$ cat src/rtl/multiword_add_ctrl.sv
// Sequencer that chains an external combinational N-bit adder across several
// beats to add or subtract multi-word operands, least-significant word first.
`ifndef N
`define N 8
`endif

module multiword_add_ctrl #(
  parameter int N         = `N,
  parameter int MAX_WORDS = 4
) (
  input  logic         clk,
  input  logic         rst_n,
  input  logic         in_valid,
  output logic         in_ready,
  input  logic [N-1:0] in_a,
  input  logic [N-1:0] in_b,
  input  logic         in_first,
  input  logic         in_last,
  input  logic         in_sub,
  output logic [N-1:0] add_a,
  output logic [N-1:0] add_b,
  output logic         add_cin,
  input  logic [N-1:0] add_sum,
  input  logic         add_cout,
  output logic         out_valid,
  input  logic         out_ready,
  output logic [N-1:0] out_sum,
  output logic         out_last,
  output logic         out_cout,
  output logic         out_ovf,
  output logic         err
);

  localparam int CW = $clog2(MAX_WORDS + 1);

  typedef enum logic {S_IDLE, S_BUSY} state_t;

  state_t         r_state;
  state_t         w_state_nxt;
  logic [CW-1:0]  r_cnt;
  logic           r_carry_q;
  logic           r_sub_q;
  logic           r_out_valid;
  logic [N-1:0]   r_out_sum;
  logic           r_out_last;
  logic           r_out_cout;
  logic           r_out_ovf;
  logic           r_err;

  logic           w_accept;
  logic           w_first_beat;
  logic           w_sub_eff;
  logic [N-1:0]   w_add_b;
  logic           w_add_cin;
  logic [CW-1:0]  w_cnt_now;
  logic           w_force_last;
  logic           w_eff_last;
  logic           w_proto_err;
  logic           w_ovf;

  // One-deep output register: ready passes straight through when it drains.
  assign in_ready = !r_out_valid || out_ready;
  assign w_accept = in_valid && in_ready;

  // State register.
  // NOTE: sequential state uses non-blocking (<=) so every flop samples pre-edge values.
  always_ff @(posedge clk or negedge rst_n) begin
    if (!rst_n) r_state <= S_IDLE;
    else        r_state <= w_state_nxt;
  end

  // Next-state logic.
  // NOTE: every always_comb output gets a default first, so no latch is inferred.
  always_comb begin
    w_state_nxt = r_state;
    if (w_accept) w_state_nxt = w_eff_last ? S_IDLE : S_BUSY;
  end

  // Output / decode logic. A first flag in BUSY restarts the operation, so it
  // is a first beat just like any beat arriving in IDLE.
  always_comb begin
    w_first_beat = (r_state == S_IDLE) || in_first;
    w_sub_eff    = w_first_beat ? in_sub : r_sub_q;
    w_add_b      = in_b ^ {N{w_sub_eff}};
    w_add_cin    = w_first_beat ? w_sub_eff : r_carry_q;
    w_cnt_now    = w_first_beat ? '0 : r_cnt;
    w_force_last = !in_last && (w_cnt_now == CW'(MAX_WORDS - 1));
    w_eff_last   = in_last || w_force_last;
    w_proto_err  = ((r_state == S_IDLE) && !in_first) ||
                   ((r_state == S_BUSY) && in_first)  ||
                   w_force_last;
    w_ovf        = (in_a[N-1] == w_add_b[N-1]) && (add_sum[N-1] != in_a[N-1]);
  end

  assign add_a   = in_a;
  assign add_b   = w_add_b;
  assign add_cin = w_add_cin;

  // Beat bookkeeping: carry chain, latched mode, and beat count.
  always_ff @(posedge clk or negedge rst_n) begin
    if (!rst_n) begin
      r_cnt     <= '0;
      r_carry_q <= 1'b0;
      r_sub_q   <= 1'b0;
    end else if (w_accept) begin
      r_carry_q <= add_cout;
      if (w_first_beat) r_sub_q <= in_sub;
      if (w_eff_last)        r_cnt <= '0;
      else if (w_first_beat) r_cnt <= CW'(1);
      else                   r_cnt <= r_cnt + CW'(1);
    end
  end

  // Result register; a simultaneous drain and accept keeps it full with new data.
  always_ff @(posedge clk or negedge rst_n) begin
    if (!rst_n) begin
      r_out_valid <= 1'b0;
      r_out_sum   <= '0;
      r_out_last  <= 1'b0;
      r_out_cout  <= 1'b0;
      r_out_ovf   <= 1'b0;
    end else if (w_accept) begin
      r_out_valid <= 1'b1;
      r_out_sum   <= add_sum;
      r_out_last  <= w_eff_last;
      r_out_cout  <= w_eff_last && add_cout;
      r_out_ovf   <= w_eff_last && w_ovf;
    end else if (r_out_valid && out_ready) begin
      r_out_valid <= 1'b0;
    end
  end

  // Sticky protocol error, cleared only by reset.
  always_ff @(posedge clk or negedge rst_n) begin
    if (!rst_n)                       r_err <= 1'b0;
    else if (w_accept && w_proto_err) r_err <= 1'b1;
  end

  assign out_valid = r_out_valid;
  assign out_sum   = r_out_sum;
  assign out_last  = r_out_last;
  assign out_cout  = r_out_cout;
  assign out_ovf   = r_out_ovf;
  assign err       = r_err;

endmodule

$ cat config.mk
export PLATFORM = sky130hd
export DESIGN_NAME = multiword_add_ctrl
export DESIGN_NICKNAME = d
export VERILOG_FILES = /design/src/rtl/multiword_add_ctrl.sv
export SDC_FILE = /design/constraint.sdc
export NUM_CORES = 1
export LEC_CHECK = 0
export BUFFER_PORTS_ARGS = -buffer_cell sky130_fd_sc_hd__buf_2
export CORE_MARGIN = 4
export CORE_UTILIZATION = 45
export CTS_CLUSTER_DIAMETER = 120
export DETAILED_ROUTE_END_ITERATION = 8
export GPL_TIMING_DRIVEN = 0
export PLACE_DENSITY = 0.93
export SLEW_MARGIN = 20
export SYNTH_ARGS = -nofsm -noshare
export SYNTH_HDL_FRONTEND = slang
export SYNTH_SLANG_ARGS = --single-unit
$ cat constraint.sdc
create_clock -name clk -period 4.3 [get_ports clk]
set_input_delay 0.86 -clock clk [delete_from_list [all_inputs] [get_ports clk]]
set_output_delay 0.86 -clock clk [all_outputs]
set_load 0.005 [all_outputs]
Word level (Yosys, flattened, before mapping)
Cells that the tools add are included.
{"block": "classes", "eq_ne": 3, "bitwise_logic": 2, "add_sub_neg": 1, "n_mux": 8, "n_reduce_logical": 18}
{"cell": "$logic_and A1 B1 Y1", "count": 9}
{"cell": "$mux W3", "count": 3}
{"cell": "$xor A8 B8 Y8", "count": 1}
{"cell": "$logic_or A1 B1 Y1", "count": 5}
{"cell": "$mux W1", "count": 5}
{"cell": "$add A3 B1 Y3 const B", "count": 1}
{"cell": "$eq A3 B2 Y1 const B", "count": 1}
{"cell": "$logic_not A1 Y1", "count": 3}
{"cell": "$reduce_bool A2 Y1", "count": 1}
{"cell": "$eq A1 B1 Y1", "count": 1}
{"cell": "$ne A1 B1 Y1", "count": 1}
{"cell": "$not A1 Y1", "count": 1}
{"block": "totals", "input_bits": 32, "word_cells": 42, "reg_bits": 19}

Depth between registers and ports, before layout
Gate-level depths: netlist of run 1.
{"block": "depth", "depth_word": 7, "depth_mapped": 6, "depth_no_buf": 6}

Worst setup path before layout of run 1
OpenSTA, ideal clock, no wires.
{"block": "synth_path", "path_kind": "input -> output", "startpoint": "in in_first", "endpoint": "out add_b[0]", "required_time_ps": 3440, "path_slack_ps": 1679, "path_buffers": 0, "stages": 4, "arrival_ps": 1761, "path_cell_list": "inv_1 > ha_1 > mux2i_4 > xnor2_1"}
{"block": "synth_via", "elab_chain_cells": 3}
{"item": "start, declared", "line_no": "17", "source": "input logic in_first,"}
{"item": "$logic_or A1 B1 Y1", "line_no": "82", "source": "w_first_beat = (r_state == S_IDLE) || in_first;"}
{"item": "$mux W1"}
{"item": "$xor A8 B8 Y8", "line_no": "84", "source": "w_add_b = in_b ^ {N{w_sub_eff}};"}
{"item": "end, declared", "line_no": "21", "source": "output logic [N-1:0] add_b,"}
Every way passes these cells.

Final worst setup path of run 1
{"block": "layout_path", "startpoint": "in in_first", "endpoint": "out add_b[7]"}
Same word-level chain as after synthesis.

==> run_results.csv, run 1 <==
group,metric,value,unit
worst_setup_path,endpoint_kind,"primary output",
clock_tree,cts_sinks,19,
clock_tree,cts_tree,"yes",
routing,ant_nets,0,
timing,hold_violations,0,
clock_tree,cts-buffers-inserted,3,
layout,antenna_cells,0,
power,irDropWorstVdd,0.000220,V
timing,max_slew_margin,0.672,
job,max_cap_violations,0,
placement,pre_cts_slack,1320,ps
timing,min_period,2980,ps
timing,fin_tns_setup,0,ps
routing,drt_iter0_drc,13,
synth,yosysWarnings,0,
worst_setup_path,crit_top_cell,"buf_2",
timing,fin_crit_sh,0.693,
worst_setup_path,critPathMaxStageDelay,480,ps
timing,setup_ws,1320,ps
placement,portBuffers,55,
grt,grtUsageTotal,0.173,
synth,synth-seq-cells,19,
synth,synth_top_area_frac,0.480,
placement,gp_congestion,0.745,
worst_setup_path,start_kind,"input pin",
routing,dr.pass1.iters,4,
floorplan,die_height,54.9,microns
status,status,"finished clean",
timing,rsz0062_at_grt,"false",
timing,worst_pin_slew,492,ps
timing,clock_skew,6.44,ps
worst_setup_path,path_cells,"buf_2 > inv_1 > ha_1 > mux2i_4 > xnor2_2 > buf_2",
floorplan,initial_core_util,0.489,
floorplan,boundaryPins,63,
power,powerDensity,311,nW/um^2
worst_setup_path,r2r-start,"r_state$_DFFE_PN0P_",
synth,yosysTopAreaCell,"dfrtp_1",
clock_tree,post-cts-setup-buffers,0,
synth,synth_area,990,sq um
clock_tree,insertion_delay,300,ps
clock_tree,cts_resized,0,
layout,fin_nets,196,
synth,postSynthNetCount,136,
worst_setup_path,path_buf_inv,3,
clock_tree,root_buffer,"clkbuf_4",
layout,drive_above_1_share,0.450,
synth,ys_seq_area_frac,0.480,
floorplan,std_cell_rows,16,
floorplan,die_area,3010,sq um
routing,drc_errors,0,
routing,wl,2190,microns
clock_tree,clockBufferDepth,2,
worst_setup_path,worstSetupStartpoint,"in_first",
hold_path,hp-class,"in2async",
synth,netlist_instances,101,
clock_tree,htreeDepth,1,
worst_setup_path,cp.arrival,2120,ps
grt,grt_overflow_total,0,
timing,fmax,336,MHz
timing,drv_slew,0,
clock_tree,cts_hold_buf,0,
synth,synth.area.top_cells,"dfrtp_1 (48%), nand2_1 (12%), xnor2_1 (6.2%), buf_4 (6.1%), ha_1 (3.8%)",
floorplan,die_w,54.9,microns
synth,synthFlopType,"dfrtp_1",
worst_setup_path,path_max_fanout,9,
placement,dpl.hpwl,1790,microns
worst_setup_path,path_class,"in2out",
synth,synthTopCellsByCount,"nand2_1 (32), dfrtp_1 (19), buf_4 (8)",
synth,yosysUniqueCellTypes,25,
floorplan,core_area,2020,sq um
grt,grt_pass1_wl,3630,microns
synth,avgSynthCellArea,9.80,sq um
routing,drt-wirelength-per-cell,11.7,microns
worst_setup_path,crit_family,"multiplexers",
grt,grt_start_max_net_pins,20,
grt,first_global_vias,864,
worst_setup_path,cp_slowest_cell,"mux2i_4",
routing,vias,880,
layout,fin_util,0.655,
synth,synth-edff-count,0,
grt,antenna_found_initial,0,
synth,synth.most_common_cell,"nand2_1",
timing,setup_viol,0,
worst_setup_path,crit_required,3440,ps
routing,via_per_inst,4.71,
synth,async_reset_ff_frac,1.00,
layout,syn2layout_area_growth,33.9,%
clock_tree,cts.clk_slew.worst_paths,100,ps
power,p_leak,0.726,nW
## power by group
group / switching [mW] / internal (mW)
clock: 0.0520 / 0.0362
combinational: 0.0536 / 0.0596
sequential: 0.0121 / 0.198
## worst paths after layout
path / to / slack [ps] / depth (start not counted)
max: add_b[7] / 1320 / 6
max in group asynchronous: out_sum[7]$_DFFE_PN0P_ / 3540 / 1
min: out_valid$_DFFE_PN0P_ / 470 / 1
min reg2reg: out_ovf$_DFFE_PN0P_ / 480 / 2
max reg2reg: out_ovf$_DFFE_PN0P_ / 2520 / 5
min in group clk: out_ovf$_DFFE_PN0P_ / 480 / 2
## area by class of cell
type                            count  area, sq um
Tap cell                           27         33.8
Inverter                            3         11.3
Timing Repair Buffer               55          275
Clock buffer                        4         26.3
Fill cell                         160          697
Buffer                             11         71.3
Multi-Input combinational cell     68          432
Sequential cell                    19          475
## placed cells by master (no fill, tap or decap)
master | Yosys | routed
a211oi_1 | 1 | 1
a21o_1 | 1 | 1
a21oi_1 | 2 | 2
a31oi_1 | 1 | 1
a32o_1 | 1 | 1
and2_1 | 1 | 1
and4_2 | 1 | 1
buf_2 | 0 | 55
buf_4 | 8 | 8
clkbuf_1 | 3 | 4
clkbuf_4 | 0 | 3
dfrtp_1 | 19 | 19
ha_1 | 3 | 3
inv_1 | 3 | 3
mux2_2 | 2 | 2
mux2i_1 | 2 | 2
mux2i_4 | 1 | 1
nand2_1 | 32 | 32
nand2b_1 | 2 | 2
nand3_1 | 2 | 2
nor2_1 | 1 | 1
nor2b_1 | 2 | 2
o21ai_0 | 3 | 3
o21bai_1 | 1 | 1
o31ai_2 | 1 | 1
xnor2_1 | 7 | 7
xnor2_2 | 1 | 1
## cells by family after synthesis
logic type               after synthesis  share of synthesized area
AND/OR/NAND/NOR                       41                      0.177
XOR/XNOR                               8                     0.0784
buffers and inverters                 14                     0.0834
AO/OA/AOI/OAI                         11                     0.0771
flip-flops                            19                      0.480
adder cells (fa/ha/maj)                3                     0.0379
multiplexers                           5                     0.0657
## stage by stage
step	instances	hold slack, ps	power (mW)	instance area [sq um]
after floorplan	101	440	0.272	990
after global placement	183	455	0.324	1300
after detailed placement	183	460	0.328	1300
after CTS	187	476	0.418	1330
after global routing	187	486	0.444	1330
final	187	471	0.412	1330
## worst register-to-register path, cell delays in order (launching register included)
cell and delay [ps]:
dfrtp_1 400, ha_1 290, mux2i_4 490, xnor2_2 180, mux2i_1 230, o31ai_2 70
## sequential cells by signal, indices dropped and copies added, names as in the netlist
signal / flops
out_sum: 8
err: 1
r_state: 1
r_sub_q: 1
r_cnt: 3
out_ovf: 1
r_carry_q: 1
out_valid: 1
out_last: 1
out_cout: 1
## routing by layer
layer | global-route usage | share of wire | vias to the layer above
li1 | - | - | 435
met1 | 0.195 | 0.39 | 386
met2 | 0.293 | 0.47 | 52
met3 | 0.0402 | 0.11 | 7
met4 | 0.109 | 0.030 | 0
met5 | 0 | 0 | -
No activity file was read; power rests on OpenSTA's default activity.
==> inputs of run 2 (changes only) <==
--- a/config.mk
+++ b/config.mk
@@ -7,11 +7,11 @@
 export LEC_CHECK = 0
 export BUFFER_PORTS_ARGS = -buffer_cell sky130_fd_sc_hd__buf_2
 export CORE_MARGIN = 4
-export CORE_UTILIZATION = 45
+export CORE_UTILIZATION = 37
 export CTS_CLUSTER_DIAMETER = 120
 export DETAILED_ROUTE_END_ITERATION = 8
 export GPL_TIMING_DRIVEN = 0
-export PLACE_DENSITY = 0.93
+export PLACE_DENSITY = 0.83
 export SLEW_MARGIN = 20
 export SYNTH_ARGS = -nofsm -noshare
 export SYNTH_HDL_FRONTEND = slang
==> constraint.sdc (replaced) <==
create_clock -name clk -period 2.66 [get_ports clk]
set_input_delay 0.532 -clock clk [delete_from_list [all_inputs] [get_ports clk]]
set_output_delay 0.532 -clock clk [all_outputs]
set_load 0.005 [all_outputs]
==> run 2 against run 1 <==
- count of clock-buffer cells in the layout shrank 1
- clock skew is 5.1 ps higher
- sequential power rose by 62%
- register-to-register slack lost 1700 ps
- non-clock buffer count unchanged
- critical endpoint is now add_b[1]
- wire length grew 3.5%
- clock power up 62%
- hold slack got worse by 320 ps
- sequential cell count unchanged
- via count is 1.4% higher
- largest power group unchanged
- first-iteration DRC count is 62% higher
- core utilization shrank 13 points
==> run_results.csv, run 2 (synthesized netlist as in run 1, its figures left out) <==
group,metric,value,unit
status,status,"finished clean",
placement,place_area,1300,sq um
timing,drv_slew,0,
clock_tree,cts_sinks,19,
worst_setup_path,worstSetupStartpoint,"in_first",
clock_tree,insertion_delay,300,ps
timing,min_period,2300,ps
layout,multiInputGateArea,432,sq um
timing,rsz0062_at_grt,"false",
timing,hold_violations,0,
power,p_leak,0.729,nW
power,pwr-share-clk,0.215,
timing,clock_skew,11.5,ps
layout,layout_common_cells,"buf_2 (55), nand2_1 (32), dfrtp_1 (19), buf_4 (8), xnor2_1 (7)",
power,powerDensity,502,nW/um^2
floorplan,initial_core_util,0.392,
layout,syn2layout_area_growth,34.4,%
worst_setup_path,r2r_end,"out_ovf$_DFFE_PN0P_",
floorplan,die_area,3570,sq um
power,pwr-share-comb,0.276,
clock_tree,post-cts-setup-buffers,0,
grt,grtUsageTotal,0.137,
grt,antenna_found_initial,0,
worst_setup_path,start_kind,"input pin",
worst_setup_path,r2r-start,"r_state$_DFFE_PN0P_",
placement,gp_congestion,0.688,
layout,antenna_cells,0,
grt,grt_overflow_total,0,
routing,drt-wirelength-per-cell,11.9,microns
worst_setup_path,rrSetupSlack,870,ps
worst_setup_path,endpoint_kind,"primary output",
layout,fin_nets,196,
power,irDropWorstVdd,0.000337,V
timing,max_slew_margin,0.656,
floorplan,die_w,59.7,microns
routing,wl,2270,microns
layout,fin_util,0.527,
worst_setup_path,reg2reg_depth,5,
power,netSwitchingFraction,0.292,
power,total_power,0.668,mW
layout,largest_reg_flops,8,
placement,dpl.hpwl,1880,microns
grt,grt_pass1_wl,3770,microns
routing,ant_nets,0,
floorplan,std_cell_rows,18,
timing,setup_viol,0,
power,p_sw,0.195,mW
timing,fin_crit_sh,0.864,
clock_tree,cts.clk_slew.worst_paths,110,ps
hold_path,hp-class,"in2async",
routing,vias,892,
timing,worst_pin_slew,516,ps
clock_tree,cts_resized,0,
worst_setup_path,path_class,"in2out",
layout,design_area,1330,sq um
routing,drt_iter0_drc,21,
power,seqPwrFrac,0.509,
worst_setup_path,path_max_fanout,9,
placement,portBuffers,55,
timing,fin_tns_setup,0,ps
grt,grt_start_max_net_pins,20,
worst_setup_path,crit_required,2130,ps
floorplan,die_height,59.7,microns
clock_tree,root_buffer,"clkbuf_4",
power,p_int,0.472,mW
layout,ff_latch_area,475,sq um
worst_setup_path,cp.arrival,1770,ps
worst_setup_path,endpoint,"add_b[1]",
floorplan,boundaryPins,63,
clock_tree,clockBufferDepth,2,
layout,drive_above_1_share,0.456,
routing,drc_errors,0,
job,max_cap_violations,0,
layout,final_common_cell,"buf_2",
clock_tree,htreeDepth,1,
layout,fill_cells,248,
clock_tree,cts-buffers-inserted,3,
timing,fmax,435,MHz
clock_tree,cts_tree,"yes",
clock_tree,cts_hold_buf,0,
floorplan,core_area,2520,sq um
routing,dr.pass1.iters,4,
grt,first_global_vias,890,
routing,via_per_inst,4.69,
==> run 2: metrics by stage <==
| stage | std cells | hold WS (ps) | setup slack [ps] |
|---|---|---|---|
| 3_5_place_dp | 186 | 464 | 340 |
| 4_1_cts | 190 | 161 | 327 |
| 3_3_place_gp | 186 | 456 | 383 |
| 6_report | 190 | 147 | 363 |
| 2_1_floorplan | 101 | 236 | 695 |
| 5_1_grt | 190 | 174 | 228 |
==> run 2: how the worst min path moves through the flow <==
stage	start	endpoint	slack, ps	cells after the start
global route	rst_n	out_sum[1]$_DFFE_PN0P_	170	1
floorplan	rst_n	err$_DFFE_PN0P_	240	0
detailed placement	out_sum[6]$_DFFE_PN0P_	out_sum[6]$_DFFE_PN0P_	460	2
CTS	rst_n	r_sub_q$_DFFE_PN0P_	160	1
finish	rst_n	out_sum[1]$_DFFE_PN0P_	150	1
global placement	out_sum[1]$_DFFE_PN0P_	out_sum[1]$_DFFE_PN0P_	460	2
==> run 2: routing by layer <==
layer  GRT usage  vias to the layer above  wire length [microns]
li1            -                      437                      -
met1       0.174                      405                    831
met2       0.235                       48                   1170
met3      0.0238                        2                    257
met4      0.0443                        0                     12
met5           0                        -                      0
==> run 2: area by class of cell <==
class / instances / area share
flip-flops and latches: 19 / 0.357
multi-input cells: 68 / 0.325
repair buffers: 55 / 0.207
plain buffers: 11 / 0.0536
well taps: 30 / 0.0282
clock buffers: 3 / 0.0169
inverters: 3 / 0.00847
clock inverters: 1 / 0.00376
==> run 2: power by group through the flow <==
stage	clock, mW	sequential, mW	combinational (mW)
2_1_floorplan	0	0.345	0.0945
6_report	0.143	0.340	0.185
4_1_cts	0.146	0.340	0.189
3_3_place_gp	0	0.343	0.181
3_5_place_dp	0	0.344	0.189
5_1_grt	0.159	0.345	0.208
==> run 2: worst max-delay path, cell delays in order <==
cell     delay, ps
buf_2           90
inv_1           70
ha_1           270
mux2i_4        480
xnor2_1        180
buf_2          140
==> inputs of run 3 (changes only) <==
--- a/config.mk
+++ b/config.mk
@@ -11,7 +11,10 @@
 export CTS_CLUSTER_DIAMETER = 120
 export DETAILED_ROUTE_END_ITERATION = 8
 export GPL_TIMING_DRIVEN = 0
+export HOLD_SLACK_MARGIN = 0.03
 export PLACE_DENSITY = 0.83
+export RECOVER_POWER = 50
+export REMOVE_ABC_BUFFERS = 1
 export SLEW_MARGIN = 20
 export SYNTH_ARGS = -nofsm -noshare
 export SYNTH_HDL_FRONTEND = slang
==> run 3 against run 2 <==
- power is 3.6% lower
- design area is 8.3% lower
- clock skew is 4.7 ps lower
- clock power is 3% lower
- via count is 9.4% lower
- first-iteration DRC count is 71% lower
- global-route usage is 0.24 points lower
- critical endpoint is now add_b[7]
- largest power group unchanged
==> run_results.csv, run 3 (synthesized netlist as in run 1, its figures left out) <==
group,metric,value,unit
job,max_cap_violations,0,
power,p_int,0.459,mW
status,status,"finished clean",
layout,syn2layout_area_growth,23.3,%
layout,layout_common_cells,"buf_2 (45), nand2_1 (32), dfrtp_1 (19), xnor2_1 (7)",
timing,fmax,439,MHz
worst_setup_path,start_kind,"input pin",
placement,dpl.hpwl,1750,microns
clock_tree,root_buffer,"clkbuf_4",
clock_tree,clockBufferDepth,2,
power,total_power,0.643,mW
clock_tree,post-cts-setup-buffers,0,
power,netSwitchingFraction,0.286,
power,p_leak,0.650,nW
worst_setup_path,cp.arrival,1750,ps
timing,rsz0062_at_grt,"false",
routing,drc_errors,0,
clock_tree,cts_resized,0,
placement,portBuffers,48,
timing,clock_skew,6.78,ps
grt,first_global_vias,881,
power,p_sw,0.184,mW
grt,grt_pass1_wl,3740,microns
routing,drt-wirelength-per-cell,12.5,microns
timing,max_slew_margin,0.346,
timing,fin_crit_sh,0.857,
floorplan,die_area,3570,sq um
grt,grtUsageTotal,0.135,
timing,setup_viol,0,
timing,min_period,2280,ps
worst_setup_path,path_class,"in2out",
power,pwr-share-comb,0.257,
floorplan,die_w,59.7,microns
layout,fin_nets,178,
floorplan,initial_core_util,0.392,
layout,drive_above_1_share,0.387,
routing,ant_nets,0,
layout,largest_reg_flops,8,
hold_path,hp-class,"in2async",
timing,drv_slew,0,
clock_tree,cts-buffers-inserted,3,
placement,gp_congestion,0.670,
routing,vias,808,
routing,drt_iter0_drc,6,
power,irDropWorstVdd,0.000342,V
clock_tree,cts_sinks,19,
grt,antenna_found_initial,0,
clock_tree,cts_tree,"yes",
worst_setup_path,crit_required,2130,ps
layout,antenna_cells,0,
clock_tree,cts.clk_slew.worst_paths,110,ps
power,seqPwrFrac,0.528,
layout,fill_cells,260,
grt,grt_overflow_total,0,
power,pwr-share-clk,0.215,
worst_setup_path,endpoint_kind,"primary output",
floorplan,die_height,59.7,microns
timing,worst_pin_slew,980,ps
grt,grt_start_max_net_pins,22,
power,powerDensity,527,nW/um^2
layout,final_common_cell,"buf_2",
floorplan,boundaryPins,63,
clock_tree,insertion_delay,290,ps
timing,fin_tns_setup,0,ps
floorplan,core_area,2520,sq um
timing,hold_violations,0,
clock_tree,cts_hold_buf,0,
worst_setup_path,path_max_fanout,9,
routing,wl,2160,microns
floorplan,std_cell_rows,18,
routing,via_per_inst,4.70,
clock_tree,htreeDepth,1,
routing,dr.pass1.iters,4,
-- run 3: cell count changes in the layout (fill, tap and decap cells not counted), sizes merged --
| cell | before | now |
|---|---|---|
| buf | 63 | 45 |
-- run 3: worst max-delay path, cell delays in order --
cell and delay, ps:
buf_2 100, inv_1 70, ha_1 260, mux2i_4 470
xnor2_2 170, buf_2 140
-- run 3: layout make-up --
cell class                 instances  area [sq um]  area share
tap                               30          37.5      0.0308
inverter                           3          11.3     0.00923
sequential                        19           475       0.390
timing repair buffer              48           236       0.194
multi-input combinational         68           432       0.354
clock buffer                       3          22.5      0.0185
clock inverter                     1          5.00     0.00410
-- run 3: stage by stage --
stage          setup WS (ps)  std cells  hold WS (ps)  utilization  instance area [sq um]
2_1_floorplan            695         90           236            -                    918
3_3_place_gp             379        168           456        0.474                   1200
3_5_place_dp             368        168           459        0.474                   1200
4_1_cts                  359        172           167        0.485                   1220
5_1_grt                  268        172           430        0.484                   1220
6_report                 382        172           369        0.484                   1220
-- run 3: final timing paths --
| check | depth (start not counted) | start | to | slack, ps |
|---|---|---|---|---|
| worst min-delay path | 1 | rst_n | out_sum[4]$_DFFE_PN0P_ | 370 |
| worst max register to register | 5 | r_state$_DFFE_PN0P_ | out_ovf$_DFFE_PN0P_ | 930 |
| worst max-delay path | 6 | in_first | add_b[7] | 380 |
| max in group asynchronous | 1 | rst_n | r_cnt[1]$_DFFE_PN0P_ | 1700 |
| worst min register to register | 1 | err$_DFFE_PN0P_ | err$_DFFE_PN0P_ | 480 |
| min in group clk | 3 | add_sum[6] | out_sum[6]$_DFFE_PN0P_ | 430 |
-- run 3: power by group through the flow --
stage / registers, mW / clock network (mW) / logic [mW]
after floorplan: 0.345 / 0 / 0.0829
after global placement: 0.343 / 0 / 0.164
after detailed placement: 0.344 / 0 / 0.170
after CTS: 0.340 / 0.144 / 0.170
after global routing: 0.344 / 0.159 / 0.189
final: 0.340 / 0.138 / 0.165
-- run 3: layer usage --
metal,part of all wire,track usage,up-vias
met1,0.40,0.158,360
li1,-,-,403
met5,0,0,-
met4,0.012,0.0380,0
met2,0.50,0.233,43
met3,0.089,0.0432,2
